**src/rtl/pixel_wb_pkg.sv**
```systemverilog
// rtl/pixel_wb_pkg.sv - shared widths, lane constants and FSM state type for pixel_writeback
package pixel_wb_pkg;
  localparam int WB_BITS_ARRAY = 64;
  localparam int WB_BITS_PIXEL = 8;
  localparam int WB_ADDR_W     = 16;
  localparam int LANES         = WB_BITS_ARRAY / WB_BITS_PIXEL;
  localparam int LANE_W        = $clog2(LANES);

  typedef enum logic [1:0] {
    ST_IDLE,
    ST_WRITE,
    ST_DONE
  } wb_state_t;
endpackage

```
**src/rtl/pixel_writeback_if.sv**
```systemverilog
// rtl/pixel_writeback_if.sv - result-vector handshake and pixel-memory write port bundle
interface pixel_writeback_if #(
  parameter int BITS_ARRAY = pixel_wb_pkg::WB_BITS_ARRAY,
  parameter int BITS_PIXEL = pixel_wb_pkg::WB_BITS_PIXEL,
  parameter int ADDR_W     = pixel_wb_pkg::WB_ADDR_W,
  parameter int LANES      = pixel_wb_pkg::LANES
);
  logic                  res_valid;
  logic                  res_ready;
  logic [BITS_ARRAY-1:0] res_data;
  logic [ADDR_W-1:0]     res_addr;
  logic [LANES-1:0]      res_mask;
  logic                  mem_we;
  logic [ADDR_W-1:0]     mem_addr;
  logic [BITS_PIXEL-1:0] mem_wdata;
  logic                  mem_ack;

  modport slave (
    input  res_valid, res_data, res_addr, res_mask, mem_ack,
    output res_ready, mem_we, mem_addr, mem_wdata
  );

  modport master (
    output res_valid, res_data, res_addr, res_mask, mem_ack,
    input  res_ready, mem_we, mem_addr, mem_wdata
  );
endinterface

```
**src/rtl/pixel_lane_pick.sv**
```systemverilog
// rtl/pixel_lane_pick.sv - priority encoder: lowest set lane of a mask plus an any-left flag
module pixel_lane_pick
  import pixel_wb_pkg::*;
(
  input  logic [LANES-1:0]  mask,
  output logic [LANE_W-1:0] lane,
  output logic              any
);

  always_comb begin
    lane = '0;
    for (int k = LANES - 1; k >= 0; k--) begin
      if (mask[k]) lane = LANE_W'(k);
    end
    any = |mask;
  end

endmodule

```
**src/rtl/pixel_writeback.sv**
```systemverilog
// rtl/pixel_writeback.sv - serialises a masked 8-lane pixel vector into byte-wide memory writes
// Define PIXEL_WB_PINGPONG_EN to add a holding register that queues one vector behind the active one.
module pixel_writeback
  import pixel_wb_pkg::*;
#(
  parameter int BITS_ARRAY = WB_BITS_ARRAY,
  parameter int BITS_PIXEL = WB_BITS_PIXEL,
  parameter int ADDR_W     = WB_ADDR_W
) (
  input  logic             clk,
  input  logic             rst_n,
  pixel_writeback_if.slave bus,
  output logic             busy,
  output logic             done
);

  wb_state_t             state, state_nx;
  logic [BITS_ARRAY-1:0] act_data, ld_data;
  logic [ADDR_W-1:0]     act_addr, ld_addr;
  logic [LANES-1:0]      remain, remain_after, ld_mask, pick_in;
  logic [LANE_W-1:0]     lane_q, pick_lane;
  logic                  pick_any, accept, load, ready_ok;

  assign accept       = bus.res_valid && bus.res_ready;
  assign remain_after = remain & ~(LANES'(1) << lane_q);
  // One encoder serves both a fresh load and the post-ack remainder; they never coincide.
  assign pick_in      = load ? ld_mask : remain_after;

  pixel_lane_pick u_pick (
    .mask (pick_in),
    .lane (pick_lane),
    .any  (pick_any)
  );

`ifdef PIXEL_WB_PINGPONG_EN
  logic                  hold_full;
  logic [BITS_ARRAY-1:0] hold_data;
  logic [ADDR_W-1:0]     hold_addr;
  logic [LANES-1:0]      hold_mask;

  always_ff @(posedge clk or negedge rst_n) begin
    if (!rst_n) begin
      hold_full <= 1'b0;
      hold_data <= '0;
      hold_addr <= '0;
      hold_mask <= '0;
    end else if (accept && state == ST_WRITE) begin
      hold_full <= 1'b1;
      hold_data <= bus.res_data;
      hold_addr <= bus.res_addr;
      hold_mask <= bus.res_mask;
    end else if (load && hold_full) begin
      hold_full <= 1'b0;
    end
  end

  assign ready_ok = !hold_full;
  assign load     = (state == ST_DONE && hold_full) || (accept && state != ST_WRITE);
  assign ld_data  = hold_full ? hold_data : bus.res_data;
  assign ld_addr  = hold_full ? hold_addr : bus.res_addr;
  assign ld_mask  = hold_full ? hold_mask : bus.res_mask;
`else
  assign ready_ok = (state == ST_IDLE);
  assign load     = accept;
  assign ld_data  = bus.res_data;
  assign ld_addr  = bus.res_addr;
  assign ld_mask  = bus.res_mask;
`endif

  always_ff @(posedge clk or negedge rst_n) begin
    if (!rst_n) state <= ST_IDLE;
    else        state <= state_nx;
  end

  always_comb begin
    state_nx = state;
    unique case (state)
      ST_IDLE:  if (load) state_nx = pick_any ? ST_WRITE : ST_DONE;
      ST_WRITE: if (bus.mem_ack) state_nx = pick_any ? ST_WRITE : ST_DONE;
      ST_DONE:  state_nx = load ? (pick_any ? ST_WRITE : ST_DONE) : ST_IDLE;
      default:  state_nx = ST_IDLE;
    endcase
  end

  always_comb begin
    busy          = (state != ST_IDLE);
    done          = (state == ST_DONE);
    bus.res_ready = rst_n && ready_ok;
    bus.mem_we    = (state == ST_WRITE);
    bus.mem_addr  = '0;
    bus.mem_wdata = '0;
    if (state == ST_WRITE) begin
      bus.mem_addr  = act_addr + ADDR_W'(lane_q);
      bus.mem_wdata = act_data[lane_q * BITS_PIXEL +: BITS_PIXEL];
    end
  end

  // lane_q always points at the lowest lane still pending in remain.
  always_ff @(posedge clk or negedge rst_n) begin
    if (!rst_n) begin
      act_data <= '0;
      act_addr <= '0;
      remain   <= '0;
      lane_q   <= '0;
    end else if (load) begin
      act_data <= ld_data;
      act_addr <= ld_addr;
      remain   <= ld_mask;
      lane_q   <= pick_lane;
    end else if (state == ST_WRITE && bus.mem_ack) begin
      remain   <= remain_after;
      lane_q   <= pick_lane;
    end
  end

endmodule
```
**src/flat_wrapper.sv**
```systemverilog
// flat-port wrapper written by rule: the top's interface ports become plain ports
module pixel_writeback_flat import pixel_wb_pkg::*;
#(
  parameter int BITS_ARRAY = WB_BITS_ARRAY,
  parameter int BITS_PIXEL = WB_BITS_PIXEL,
  parameter int ADDR_W     = WB_ADDR_W
)
  (clk, rst_n, busy, done, bus_res_valid, bus_res_data, bus_res_addr, bus_res_mask, bus_mem_ack, bus_res_ready, bus_mem_we, bus_mem_addr, bus_mem_wdata);
  pixel_writeback_if #(.BITS_ARRAY(BITS_ARRAY), .BITS_PIXEL(BITS_PIXEL), .ADDR_W(ADDR_W)) bus_i ();
  input  logic clk;
  input  logic rst_n;
  output logic busy;
  output logic done;
  input wire logic [$bits(bus_i.res_valid)-1:0] bus_res_valid;
  input wire logic [$bits(bus_i.res_data)-1:0] bus_res_data;
  input wire logic [$bits(bus_i.res_addr)-1:0] bus_res_addr;
  input wire logic [$bits(bus_i.res_mask)-1:0] bus_res_mask;
  input wire logic [$bits(bus_i.mem_ack)-1:0] bus_mem_ack;
  output wire logic [$bits(bus_i.res_ready)-1:0] bus_res_ready;
  output wire logic [$bits(bus_i.mem_we)-1:0] bus_mem_we;
  output wire logic [$bits(bus_i.mem_addr)-1:0] bus_mem_addr;
  output wire logic [$bits(bus_i.mem_wdata)-1:0] bus_mem_wdata;
  assign bus_i.res_valid = bus_res_valid;
  assign bus_i.res_data = bus_res_data;
  assign bus_i.res_addr = bus_res_addr;
  assign bus_i.res_mask = bus_res_mask;
  assign bus_i.mem_ack = bus_mem_ack;
  assign bus_res_ready = bus_i.res_ready;
  assign bus_mem_we = bus_i.mem_we;
  assign bus_mem_addr = bus_i.mem_addr;
  assign bus_mem_wdata = bus_i.mem_wdata;
  pixel_writeback #(.BITS_ARRAY(BITS_ARRAY), .BITS_PIXEL(BITS_PIXEL), .ADDR_W(ADDR_W)) u_core (.clk(clk), .rst_n(rst_n), .bus(bus_i), .busy(busy), .done(done));
endmodule
```
**config.mk**
```make
export PLATFORM = sky130hd
export DESIGN_NAME = pixel_writeback_flat
export DESIGN_NICKNAME = d
export VERILOG_FILES = /design/src/rtl/pixel_wb_pkg.sv /design/src/rtl/pixel_writeback_if.sv /design/src/rtl/pixel_lane_pick.sv /design/src/rtl/pixel_writeback.sv /design/src/flat_wrapper.sv
export SDC_FILE = /design/constraint.sdc
export NUM_CORES = 1
export LEC_CHECK = 0
export ABC_AREA = 1
export CAP_MARGIN = 30
export CORE_MARGIN = 8
export CORE_UTILIZATION = 30
export DETAILED_ROUTE_END_ITERATION = 6
export GPL_TIMING_DRIVEN = 1
export PLACE_DENSITY = 0.59
export REMOVE_ABC_BUFFERS = 1
export SLEW_MARGIN = 10
export SYNTH_ARGS = -nofsm -noshare
export SYNTH_HDL_FRONTEND = slang
export SYNTH_HIERARCHICAL = 1
export SYNTH_SLANG_ARGS = --single-unit
```
**constraint.sdc**
```tcl
create_clock -name clk -period 2.1 [get_ports clk]
set_input_delay 0.21 -clock clk [delete_from_list [all_inputs] [get_ports clk]]
set_output_delay 0.21 -clock clk [all_outputs]
set_load 0.005 [all_outputs]
```
==> results of run 1 <==
[path summary, 6_finish.rpt]
check | from | end | cells after the start
hold / removal | rst_n | u_core/state[1]$_DFFE_PN0P_ | 3
setup reg to reg | u_core/lane_q[2]$_DFFE_PN0P_ | u_core/state[0]$_DFFE_PN0P_ | 9
min in group clk | bus_res_addr[9] | u_core/act_addr[9]$_DFFE_PN0P_ | 3
max in group asynchronous | rst_n | u_core/act_data[47]$_DFFE_PN0P_ | 4
hold reg to reg | u_core/remain[1]$_DFFE_PN0P_ | u_core/remain[1]$_DFFE_PN0P_ | 2
setup / recovery | u_core/lane_q[0]$_DFFE_PN0P_ | bus_mem_addr[14] | 12
[layout make-up]
| class | count | area share (%) |
|---|---|---|
| clock buffers | 13 | 3.33 |
| clock inverters | 3 | 0.642 |
| inverters | 41 | 2.27 |
| multi-input cells | 388 | 34.0 |
| flip-flops and latches | 93 | 32.3 |
| well taps | 216 | 3.75 |
| repair buffers | 180 | 23.7 |
| repair inverters | 1 | 0.104 |
[repair_timing]
action	CTS	global route
hold endpoints to repair	25	0
gates resized for setup	116	37
gates cloned	0	2
buffers inserted	13	14
setup endpoints to repair	25	27
pin swaps	18	22
hold buffers	1	0
[sequential cells by signal, summed over array words and instances, names as in the netlist]
register         cells
u_core/remain        8
u_core/lane_q        3
u_core/state         2
u_core/act_data     64
u_core/act_addr     16
[per-stage QoR]
stage | utilization (%) | hold slack [ps]
floorplan | - | -85.6
global placement | 40.9 | 278
detailed placement | 40.9 | 287
CTS | 43.8 | 440
global route | 45.2 | 461
finish | 45.2 | 449
[power by group through the flow]
stage	Clock (uW)	Combinational, uW	Sequential (uW)
after floorplan	0	2700	3130
after global placement	0	4760	3210
after detailed placement	0	4820	3240
after CTS	1650	5020	3220
after global routing	1740	5980	3360
final	1600	5410	3240
[logic make-up (layout without fill, tap and decap cells)]
group,after synthesis,count (layout),share of synthesized area (%)
AND/OR/NAND/NOR,266,266,22.5
flip-flops,93,93,47.5
multiplexers,66,66,16.9
buffers and inverters,63,238,6.08
AO/OA/AOI/OAI,52,52,5.83
adder cells (fa/ha/maj),4,4,1.18
[worst min-delay path, delay by kind of cell]
family                 cells  cell delay (ps)
buffers and inverters      3              950
[cell usage after synthesis (all sizes together)]
library cell    n  share of area, %
o21bai          1              0.15
fa              1              0.41
mux2           66                17
and2            2              0.26
dfrtp          93                48
clkbuf          3              0.23
nand2         159                12
ha              3              0.77
o211ai          8               1.2
a31oi           2              0.26
nand4          18               2.3
nand3          19               2.0
a21oi          23               2.4
buf            19               2.7
inv            41               3.1
nor2           63               5.0
nor3            3              0.41
o21ai          18               1.8
or2             2              0.26
[per-layer routing]
layer	global-route usage, %	vias up	part of all wire [%]
met4	4.81	0	1.2
li1	-	2123	-
met2	23.4	115	47
met3	3.09	12	6.0
met5	0	-	0
met1	18.3	2051	45
==> out/results.ini, run 1 <==
[place]
globalplace.congestion = 0.827
post_dp_cell_area_um2 = 6530
pre_cts_ws_ps = -200
hpwl_um = 10200
io_buffers = 119
post-place-cells = 889

[floorplanning]
die_x_um = 144
start_util_pct = 30.7
io_pins = 120
die_h_um = 144
core_um2 = 15900
dieArea_um2 = 20700
rows = 46

[pwr]
power.leakage_uw = 0.00338
p_sw_uw = 3880
vdd_drop_max_mv = 0.580
p_int_uw = 6370
finalPower_uw = 10200
power.share.switching_pct = 37.9
power_density_nw_per_um2 = 1420
pwr-share-seq_pct = 31.6
clkPwrFrac_pct = 15.6
combPwrFrac_pct = 52.8

[drt]
drt_iter0_markers = 199
firstDrtPassIters = 4
wire_per_inst_um = 15.8
wirelength_um = 14700
vias_per_cell = 4.60
route.detailed.drc = 0
drtAntennaViolNets = 0
via_count = 4301

[critical_path]
crit_chain = ha_2 > inv_2 > fa_2 > inv_2 > nand2_2 > a21oi_2 > buf_4 > nand2_2 > nand2_1 > nand2_1 > nor2_2 > buf_2
crit_path_max_fanout = 2
cp-end-kind = output port
crit_arrival_ps = 2100
worstSetupPathType = reg -> out
worst_ep_required_time_ps = 1890
path_delay_family = adder cells
cp_slowest_stage_delay_ps = 380
crit_buf_inv = 4
critPathSlowestCell = dfrtp_1
critPathLaunchType = flop
reg2reg_slack_ps = 170

[global_routing]
grt_pass1_vias = 4495
overflow = 0
grt_antenna_before_repair = 0
grt_pass1_wl_um = 23100
grt_max_degree = 69
grt_use_total_pct = 14.3

[final_layout]
drive_above_1_share_pct = 28.5
num-fill-cells = 1541
nets = 810
syn_to_final_growth_pct = 47.3
mostFrequentLayoutCells = nand2_1 (150), clkdlybuf4s50_1 (94), dfrtp_1 (93)
final_common_cell = nand2_1
stdcell_count = 935
antennaDiodeCount = 0
design_area_um2 = 7210
multiInputGateArea_um2 = 2450
regArea_um2 = 2330

[clock_tree]
cts_max_level = 3
clk_path_buf_depth = 2
cts_buffers = 9
cts_tree = done
clk_pin_slew_ps = 60
clock-sinks = 93
clock-root-buffer = clkbuf_16
clkLatencyLatePin_ps = 340

[timing]
skew_ps = 4.59
drv_slew = 0
post-route-period-util_pct = 110
fin_tns_setup_ps = -960
finalSetupViolations = 10
max_freq_mhz = 434
fin_crit_ps = 2310
max_slew_margin_pct = 77.0
report.final.hold_viol_count = 0
fin_ws_ps = -207
worstMarginPinSlew_ps = 345
rsz0062_at_grt = yes

[synthesis]
yosysWarnings = 6
avgSynthCellArea_um2 = 9.00
ys_types = 28
synth_area_um2 = 4900
ys_seq_area_share_pct = 47.5
synth-seq-cells = 93
syn_inst = 544

[outcome]
violations = negative setup slack
outcome = finished, violations left

[job]
drv_cap = 0

[worst_hold_path]
hold_path.class = in -> async

Power figures use the tool's default switching activity.
==> inputs of run 2 (changes only) <==
- clock period: 2.1 -> 2.25 ns (I/O delays scaled with it)
==> run 2 against run 1 <==
Compared with the run above: the run ends with negative hold slack, negative setup slack left; via count fell by 1.3%; sequential power shrank 6%; utilization down 1.8 points; cell count shrank 2.8%; critical path type unchanged; count of clock-buffer cells in the layout fell by 3; total power down 12%.
==> out/results.ini, run 2 (synthesis gave the netlist of run 1 again) <==
[critical_path]
crit_path_max_fanout = 3  ; +1
worstSetupPathType = reg -> out
crit_end = bus_mem_addr[10]
worst_ep_required_time_ps = 2030  ; +140 ps
crit_arrival_ps = 2090  ; about the same
startpoint = u_core/lane_q[0]$_DFFE_PN0P_
cp-end-kind = output port
reg2reg_slack_ps = 310  ; +140 ps
reg2reg_depth = 9  ; unchanged
critPathLaunchType = flop
r2r-end = u_core/state[0]$_DFFE_PN0P_
r2r_start = u_core/lane_q[2]$_DFFE_PN0P_

[clock_tree]
cts_tree = done
clkLatencyLatePin_ps = 360  ; +20 ps
cts_max_level = 3  ; unchanged
clk_path_buf_depth = 2  ; unchanged
cts_buffers = 9  ; unchanged
clock-root-buffer = clkbuf_16
clock-sinks = 93  ; unchanged
clk_pin_slew_ps = 60  ; about the same

[final_layout]
stdcell_count = 909  ; -2.8%
reg_top3 = u_core/act_data x64, u_core/act_addr x16, u_core/remain x8
final_util_pct = 43.5  ; -1.8 points
design_area_um2 = 6930  ; -3.9%
final_common_cell = nand2_1
antennaDiodeCount = 0  ; unchanged
num-fill-cells = 1563  ; +1.4%
mostFrequentLayoutCells = nand2_1 (150), clkdlybuf4s50_1 (95), dfrtp_1 (93)
nets = 784  ; -3.2%
largest_reg_flops = 64  ; unchanged
syn_to_final_growth_pct = 41.5
drive_above_1_share_pct = 24.5  ; -4.0 points
largest_register = u_core/act_data

[place]
globalplace.congestion = 0.848  ; +2.5%
post_dp_cell_area_um2 = 6430  ; -1.4%
hpwl_um = 10300  ; +1.4%
post-place-cells = 880  ; -1.0%
pre_cts_ws_ps = -159  ; +42.0 ps
io_buffers = 119  ; unchanged

[timing]
rsz0062_at_grt = yes
report.final.hold_viol_count = 8  ; +8
max_slew_margin_pct = 55.1  ; -22 points
finalSetupViolations = 6  ; -4
fin_crit_ps = 2310
drv_slew = 0  ; unchanged
worstMarginPinSlew_ps = 673  ; +328 ps
skew_ps = 8.60  ; +4.01 ps
post-route-period-util_pct = 103
whs_ps = -14.2  ; -463 ps
max_freq_mhz = 432
fin_ws_ps = -64.8  ; +142 ps

[drt]
drtAntennaViolNets = 0  ; unchanged
vias_per_cell = 4.67  ; +1.5%
wirelength_um = 14300  ; -3.3%
drt_iter0_markers = 236  ; +19%
via_count = 4246  ; -1.3%
route.detailed.drc = 0  ; unchanged
firstDrtPassIters = 4  ; unchanged
wire_per_inst_um = 15.7  ; -0.51%

[floorplanning]
die_h_um = 144  ; unchanged
io_pins = 120  ; unchanged
start_util_pct = 30.7  ; unchanged
dieArea_um2 = 20700  ; unchanged
core_um2 = 15900  ; unchanged
die_x_um = 144  ; unchanged
rows = 46  ; unchanged

[global_routing]
grt_max_degree = 53  ; -23%
grt_antenna_before_repair = 0  ; unchanged
overflow = 0  ; unchanged
grt_pass1_wl_um = 22900  ; -0.78%
grt_use_total_pct = 14.3  ; -0.053 points
grt_pass1_vias = 4508  ; +0.29%

[pwr]
vdd_drop_max_mv = 0.496  ; -15%
power_density_nw_per_um2 = 1310  ; -8.0%
power.leakage_uw = 0.00332  ; -1.8%

[job]
drv_cap = 0  ; unchanged

[worst_hold_path]
hold_path.class = in -> async

[outcome]
violations = negative hold slack, negative setup slack
outcome = finished, violations left

[run 2: worst min path at each step]
stage	from	end	slack, ps	depth (start not counted)
floorplan	rst_n	u_core/act_addr[0]$_DFFE_PN0P_	-70	0
global placement	rst_n	u_core/act_addr[4]$_DFFE_PN0P_	380	2
detailed placement	rst_n	u_core/act_addr[6]$_DFFE_PN0P_	390	2
CTS	rst_n	u_core/act_addr[6]$_DFFE_PN0P_	6	2
global route	rst_n	u_core/act_addr[6]$_DFFE_PN0P_	50	2
finish	rst_n	u_core/act_addr[4]$_DFFE_PN0P_	-10	2
[run 2: metal layers]
layer | global-route usage [%] | vias to the layer above | part of all wire (%)
met1 | 17.4 | 2040 | 44
met4 | 3.76 | 0 | 0.77
li1 | - | 2076 | -
met5 | 0 | - | 0
met3 | 4.51 | 12 | 6.0
met2 | 23.8 | 118 | 49
[run 2: metrics by stage]
step                hold slack, ps  power (uW)  TNS, ps
floorplan                    -70.6        5440   -57890
global placement               376        7240     -131
detailed placement             387        7380     -564
CTS                           6.07        9010    -1890
global route                  50.5        9780    -1140
finish                       -14.2        9060     -181
[run 2: power by group]
part           internal, uW  switching (uW)  total (uW)
registers              2500             534        3040
logic                  2270            2290        4550
clock network           787             684        1470
total                  5550            3500        9060
[run 2: cell type report]
class | count | area (um^2) | area share, %
multi-input combinational | 388 | 2400 | 34.6
sequential | 93 | 2330 | 33.6
timing repair buffer | 155 | 1490 | 21.5
tap | 216 | 270 | 3.90
clock buffer | 10 | 239 | 3.45
inverter | 41 | 158 | 2.28
clock inverter | 6 | 45.0 | 0.650
[run 2: worst max-delay path: stages, from the launching register on]
cell and delay, ps:
dfrtp_1 390, ha_2 210, inv_2 40, fa_2 340
inv_2 80, nand3_2 60, nand2_2 100, buf_6 110
buf_6 80, nand4_1 70, nand2_1 100, a21oi_2 30
buf_2 120
[run 2: timing repair]
action                     4_1_cts  5_1_grt
hold buffers                     0        0
setup endpoints to repair       24       24
gates cloned                     1        0
gates resized for setup         67       45
setup buffers                    9        4
pin swaps                       11       17
